## config.mk

```make
export PLATFORM = sky130hd
export DESIGN_NAME = instruction_fetch
export DESIGN_NICKNAME = d
export VERILOG_FILES = /design/src/rtl/instruction_fetch.sv
export SDC_FILE = /design/constraint.sdc
export NUM_CORES = 1
export LEC_CHECK = 0
export CAP_MARGIN = 20
export CORE_MARGIN = 3
export CORE_UTILIZATION = 55
export DETAILED_ROUTE_END_ITERATION = 8
export DONT_BUFFER_PORTS = 1
export PLACE_DENSITY = 0.7
export SYNTH_ARGS = -nofsm -noshare
export SYNTH_HDL_FRONTEND = slang
export SYNTH_SLANG_ARGS = --single-unit
```

## constraint.sdc

```tcl
create_clock -name clock -period 2.5 [get_ports clock]
set_input_delay 0.625 -clock clock [delete_from_list [all_inputs] [get_ports clock]]
set_output_delay 0.625 -clock clock [all_outputs]
set_load 0.05 [all_outputs]
```

## src/rtl/instruction_fetch.sv

```systemverilog
// ---------------------------------------------------------------------------
// instruction_fetch
//
// Purpose:
//   Single-outstanding instruction fetch unit. The unit samples the external
//   program counter, issues one request to instruction memory, waits for the
//   response and holds the fetched word for decode until it is accepted.
//   On acceptance it pulses pc_write_enable so the external PC register
//   advances. A flush redirects the unit. Any in-flight response is
//   discarded, either immediately or in a DRAIN state. A PC with nonzero low
//   bits is not sent to memory. Decode instead receives a NOP
//   (0x00000013) tagged with inst_misaligned.
//
// Ports:
//   clock            in   1   sole clock, rising edge
//   reset            in   1   synchronous active-high reset
//   pc               in  32   current program counter (fetch address)
//   pc_write_enable  out  1   one-cycle pulse when decode accepts a word
//   flush            in   1   redirect / kill current fetch
//   imem_req_valid   out  1   memory request valid
//   imem_req_ready   in   1   memory accepts request
//   imem_addr        out 32   word-aligned request address
//   imem_rsp_valid   in   1   memory response valid
//   imem_rsp_data    in  32   memory response data
//   inst_valid       out  1   instruction available to decode
//   inst_ready       in   1   decode accepts instruction
//   inst             out 32   fetched instruction
//   inst_pc          out 32   PC of the fetched instruction
//   inst_misaligned  out  1   fetch PC was not word aligned
// ---------------------------------------------------------------------------
module instruction_fetch (
  input  logic        clock,
  input  logic        reset,
  input  logic [31:0] pc,
  output logic        pc_write_enable,
  input  logic        flush,
  output logic        imem_req_valid,
  input  logic        imem_req_ready,
  output logic [31:0] imem_addr,
  input  logic        imem_rsp_valid,
  input  logic [31:0] imem_rsp_data,
  output logic        inst_valid,
  input  logic        inst_ready,
  output logic [31:0] inst,
  output logic [31:0] inst_pc,
  output logic        inst_misaligned
);

  localparam logic [31:0] NOP_INST = 32'h0000_0013;

  typedef enum logic [2:0] {
    S_IDLE  = 3'd0,
    S_REQ   = 3'd1,
    S_WAIT  = 3'd2,
    S_HOLD  = 3'd3,
    S_DRAIN = 3'd4
  } state_t;

  state_t      r_state;
  state_t      w_next_state;
  logic [31:0] r_inst;
  logic [31:0] r_inst_pc;
  logic        r_misaligned;

  logic        w_pc_aligned;
  logic        w_latch_aligned;    // handshake accepted: remember fetch PC
  logic        w_latch_misaligned; // misaligned PC: remember PC, load NOP
  logic        w_capture_rsp;      // response data becomes the held word
  logic        w_clear_misaligned;

  assign w_pc_aligned = (pc[1:0] == 2'b00);

  // Next-state and handshake outputs; reset dominates every other input.
  always_comb begin
    w_next_state       = r_state;
    imem_req_valid     = 1'b0;
    inst_valid         = 1'b0;
    pc_write_enable    = 1'b0;
    w_latch_aligned    = 1'b0;
    w_latch_misaligned = 1'b0;
    w_capture_rsp      = 1'b0;
    w_clear_misaligned = 1'b0;
    if (reset) begin
      w_next_state = S_IDLE;
    end else begin
      case (r_state)
        S_IDLE: begin
          w_next_state = S_REQ;
        end
        S_REQ: begin
          if (w_pc_aligned) begin
            imem_req_valid = 1'b1;
            if (flush) begin
              // A request already accepted must have its response drained.
              if (imem_req_ready) begin
                w_next_state = S_DRAIN;
              end else begin
                w_next_state = S_REQ;
              end
            end else if (imem_req_ready) begin
              w_latch_aligned = 1'b1;
              w_next_state    = S_WAIT;
            end else begin
              w_next_state = S_REQ;
            end
          end else begin
            if (flush) begin
              w_next_state = S_REQ;
            end else begin
              w_latch_misaligned = 1'b1;
              w_next_state       = S_HOLD;
            end
          end
        end
        S_WAIT: begin
          if (imem_rsp_valid) begin
            if (flush) begin
              w_next_state = S_REQ;
            end else begin
              w_capture_rsp = 1'b1;
              w_next_state  = S_HOLD;
            end
          end else if (flush) begin
            w_next_state = S_DRAIN;
          end else begin
            w_next_state = S_WAIT;
          end
        end
        S_HOLD: begin
          inst_valid = 1'b1;
          if (flush) begin
            w_clear_misaligned = 1'b1;
            w_next_state       = S_REQ;
          end else if (inst_ready) begin
            pc_write_enable    = 1'b1;
            w_clear_misaligned = 1'b1;
            w_next_state       = S_REQ;
          end else begin
            w_next_state = S_HOLD;
          end
        end
        S_DRAIN: begin
          // Only the outstanding response releases DRAIN; flush alone does not.
          if (imem_rsp_valid) begin
            w_next_state = S_REQ;
          end else begin
            w_next_state = S_DRAIN;
          end
        end
        default: begin
          w_next_state = S_IDLE;
        end
      endcase
    end
  end

  // State register and held instruction payload.
  always_ff @(posedge clock) begin
    if (reset) begin
      r_state      <= S_IDLE;
      r_inst       <= 32'h0000_0000;
      r_inst_pc    <= 32'h0000_0000;
      r_misaligned <= 1'b0;
    end else begin
      r_state <= w_next_state;
      if (w_latch_aligned) begin
        r_inst_pc    <= pc;
        r_misaligned <= 1'b0;
      end else if (w_latch_misaligned) begin
        r_inst_pc    <= pc;
        r_inst       <= NOP_INST;
        r_misaligned <= 1'b1;
      end else if (w_capture_rsp) begin
        r_inst <= imem_rsp_data;
      end else if (w_clear_misaligned) begin
        r_misaligned <= 1'b0;
      end else begin
        r_misaligned <= r_misaligned;
      end
    end
  end

  // Payload is only presented while holding, so idle/drain outputs read zero.
  assign imem_addr       = imem_req_valid ? {pc[31:2], 2'b00} : 32'h0000_0000;
  assign inst            = inst_valid ? r_inst : 32'h0000_0000;
  assign inst_pc         = inst_valid ? r_inst_pc : 32'h0000_0000;
  assign inst_misaligned = inst_valid ? r_misaligned : 1'b0;

endmodule

```

==> results of run 1 <==
[synthesized netlist by cell type, drive strengths merged]
library cell / number
nand4bb: 2
nor2: 5
nand2: 65
o311a: 1
o311ai: 1
conb: 1
a22o: 29
a211oi: 1
buf: 15
inv: 2
dfxtp: 68
xor2: 1
nand2b: 2
nor3b: 1
and3: 1
nand3b: 1
nor2b: 2
nor4: 4
and2: 95
nor3: 4
o21ai: 4
and4: 1
nor4b: 1
a21boi: 1
clkbuf: 16
a21oi: 38
a311o: 1
o21bai: 2
[kinds of logic after synthesis]
| family | count (synthesis) | share of synthesized area, % |
|---|---|---|
| AND/OR/NAND/NOR | 184 | 32.8 |
| AO/OA/AOI/OAI | 78 | 17.2 |
| flip-flops | 68 | 44.5 |
| buffers and inverters | 33 | 5.03 |
| XOR/XNOR | 1 | 0.287 |
| other | 1 | 0.123 |
[stage by stage]
step | util [%] | setup WS (ps) | cells
after floorplan | - | 19.8 | 366
after global placement | 94.6 | 281 | 505
after detailed placement | 94.6 | 98.5 | 505
==> reports/qor.txt, run 1 <==
Die Wd = 80.6 µm
area leader, netlist = dfxtp_1
# hold bufs at CTS = 0
Yosys reg bits = 68
gp weighted congestion = 0.796
post-DP HPWL = 8460 µm
Exit stage = clock tree synthesis
Mapped Area = 3060 µm²
status = aborted with a tool error
post-synth cell types = 32
CTS Buf Count = 9
# Post-CTS Setup Buffers = 2
io pins = 170
Halt Reason = [ERROR DPL-0038] Utilization greater than 100%, impossible to legalize
Post-Syn Area per Cell = 8.37 µm²
Sink Count = 68
PortBufs = 0
Synth area leaders = dfxtp_1 (45%), and2_1 (19%), a22o_1 (8.3%)
yosys warns = 0
chip height = 80.6 µm
post-synthesis cell count = 365
top-area cell type share of the netlist area = 44.5%
Initial Util = 58.4%
CTS root buffer = clkbuf_8
placed cell areas = 4960 µm²
post_cts resized = 15
Seq/Total Area, Yosys = 44.5%
H-tree Lvls = 3
Clock Path Buffers = 2
number of cell rows = 26
==> inputs of run 2 (changes only) <==
--- a/config.mk
+++ b/config.mk
@@ -7,10 +7,10 @@
 export LEC_CHECK = 0
 export CAP_MARGIN = 20
 export CORE_MARGIN = 3
-export CORE_UTILIZATION = 55
+export CORE_UTILIZATION = 40
 export DETAILED_ROUTE_END_ITERATION = 8
 export DONT_BUFFER_PORTS = 1
-export PLACE_DENSITY = 0.7
+export PLACE_DENSITY_LB_ADDON = 0.15
 export SYNTH_ARGS = -nofsm -noshare
 export SYNTH_HDL_FRONTEND = slang
 export SYNTH_SLANG_ARGS = --single-unit
==> run 2 against run 1 <==
  * Synthesized cell count unchanged
  * Synthesized area unchanged
  * The run now ends clean
==> reports/qor.txt, run 2 <==
count leader, synth = and2_1
DR iter-0 viols = 96
gr ovfl total = 0
first-pass GRT wire length = 14000 µm
Initial Util = 41.7% (-17 points)
Pleak = 2.09 nW
PortBufs = 0 (unchanged)
maxcap violations = 0
# hold bufs at CTS = 0 (unchanged)
ys async rst share = 0% (unchanged)
placed cell areas = 4960 µm² (about the same)
Worst-Margin Slew = 775 ps
most common cell after layout, fill and taps aside = buf_12
GR Util All Layers = 20.3%
layout cells sized above 1 = 34.1%
Worst Clk Skew = 6.62 ps
hold slack = 346 ps
endpoints failing hold = 0
CTS tree = built
Synth-to-Final Area Change = 73.7%
Clock Path Buffers = 2 (unchanged)
Register Area = 1370 µm²
Core Footprint = 7330 µm²
VDD IR max = 350 µV
total routed wirelength = 9030 µm
top-area cell type share of the netlist area = 44.5% (unchanged)
vias in the first global route = 2733
Regs by FF count = r_inst: 32 flops, r_inst_pc: 32 flops, r_state: 3 flops
gp weighted congestion = 0.803 (+0.87%)
Post-synth top cells = and2_1 (95), dfxtp_1 (68), nand2_1 (65), a21oi_1 (38), a22o_1 (29)
yosys warns = 0 (unchanged)
CTS Buf Count = 9 (unchanged)
diode count = 0
post-route setup slack = 122 ps
Critical Path Fanout Max = 20
Final setup violation count = 0
Comb pwr share = 9.5%
WL/cell = 16.4 µm
Die Wd = 93.4 µm (+16%)
critical path data arrival time = 1750 ps
area leader, netlist = dfxtp_1
post-layout min period = 2380 ps
H-tree Lvls = 3 (unchanged)
number of cell rows = 31 (+19%)
CP required = 1880 ps
pre-CTS setup slack = 267 ps (+168 ps)
Psw = 0.571 mW
Final Instance Area = 5310 µm²
DRT Pass-1 Iters = 4
Yosys reg bits = 68 (unchanged)
Mapped Area = 3060 µm² (unchanged)
Hold Crit Class = input port to flip-flop
Multi-input gate area = 1660 µm²
Post-DRT Antenna Nets = 0
Worst-path clk slew = 70 ps
post-DP HPWL = 6500 µm (-23%)
worst-skew pair later-pin latency = 330 ps
fill cell total of the finished layout = 534
Seq pwr share = 46.7%
post-synthesis cell count = 365 (unchanged)
final net count = 517
status = completed
switch share = 23.4%
Pins Over Slew Limit = 0
fmax = 421 MHz
DR DRC count = 0
crit share post-route = 95.1%
setup TNS = 0 ps
Worst Setup Path Type = flip-flop to primary output
clock share of power = 43.8%
io pins = 170 (unchanged)
Post-Syn Area per Cell = 8.37 µm² (unchanged)
largest net degree at the start of global routing = 43
total power = 2.45 mW
Int Pwr = 1.87 mW
Max-slew headroom = 48.2%
Synth area leaders = dfxtp_1 (45%), and2_1 (19%), a22o_1 (8.3%)
vias per cell = 5.12
CTS root buffer = clkbuf_8
vias = 2822
EDFF count, synth = 0 (unchanged)
crit path launch type = flip-flop
Top FF cell, synth = dfxtp_1
Seq/Total Area, Yosys = 44.5% (unchanged)
Power Dens Cells = 461 nW/µm²
Crit. End Element = primary output
die area = 8730 µm²
chip height = 93.4 µm (+16%)
initial antenna violation count = 0
most frequent cells in the layout = buf_12 (90), and2_1 (66), dfxtp_1 (66)
Sink Count = 68 (unchanged)
post-synth cell types = 32 (unchanged)
==> run 2: cell counts after synthesis <==
Identical to the previous run, type by type.
==> run 2: kinds of logic after synthesis <==
group	count (synthesis)	share of synthesized area, %
simple gates	184	32.8
compound gates	78	17.2
flops	68	44.5
buf+inv	33	5.03
xor+xnor	1	0.287
other cells	1	0.123
==> run 2: layout make-up <==
cell class	count	area share (%)
clock inverters	5	1.89
multi-input cells	265	31.2
repair buffers	101	36.2
inverters	2	0.141
clock buffers	11	2.47
flip-flops and latches	68	25.7
well taps	99	2.33
==> run 2: layer usage <==
layer | up-vias | wire length [µm] | share of wire (%) | global-route usage, %
met3 | 10 | 722 | 8.0 | 5.79
met1 | 1325 | 3500 | 39 | 23.8
met2 | 116 | 4700 | 52 | 35.1
met4 | 0 | 110 | 1.2 | 7.08
li1 | 1371 | - | - | -
met5 | - | 0 | 0 | 0
==> run 2: through the flow <==
step | util (%) | instances
6_report | 72.4 | 551
5_1_grt | 72.4 | 551
4_1_cts | 71.6 | 551
3_5_place_dp | 67.7 | 532
3_3_place_gp | 67.5 | 531
2_1_floorplan | - | 366
==> run 2: power by group through the flow <==
stage / Clock, mW / Sequential, mW / Combinational, mW
5_1_grt: 1.14 / 1.15 / 0.252
6_report: 1.07 / 1.14 / 0.231
2_1_floorplan: 0 / 1.16 / 0.170
3_3_place_gp: 0 / 1.16 / 0.217
3_5_place_dp: 0 / 1.16 / 0.226
4_1_cts: 1.09 / 1.14 / 0.231
==> run 2: final timing paths <==
kind	startpoint	cells after the start	slack, ps	endpoint
worst max register to register	r_state[0]	5	700	r_inst[21]
worst min-delay path	flush	1	350	r_state[1]
worst max-delay path	r_state[1]	5	120	inst[4]
worst min register to register	r_inst_pc[15]	2	440	r_inst_pc[15]
==> run 2: what timing repair did <==
| action | 4_1_cts | 5_1_grt |
|---|---|---|
| hold endpoints to repair | 0 | 0 |
| resized for setup | 4 | 23 |
| endpoints found under the setup margin | 66 | 66 |
| buffers inserted | 2 | 0 |
| cloned | 1 | 0 |
| pin swaps | 1 | 1 |
==> run 2: worst max-delay path, cell delays in order, from the launching register on <==
cell and delay [ps]:
dfxtp_2 450, nor3b_4 240, buf_4 140, bufbuf_16 290, and2_4 170, buf_12 130
Power figures use the tool's default switching activity.
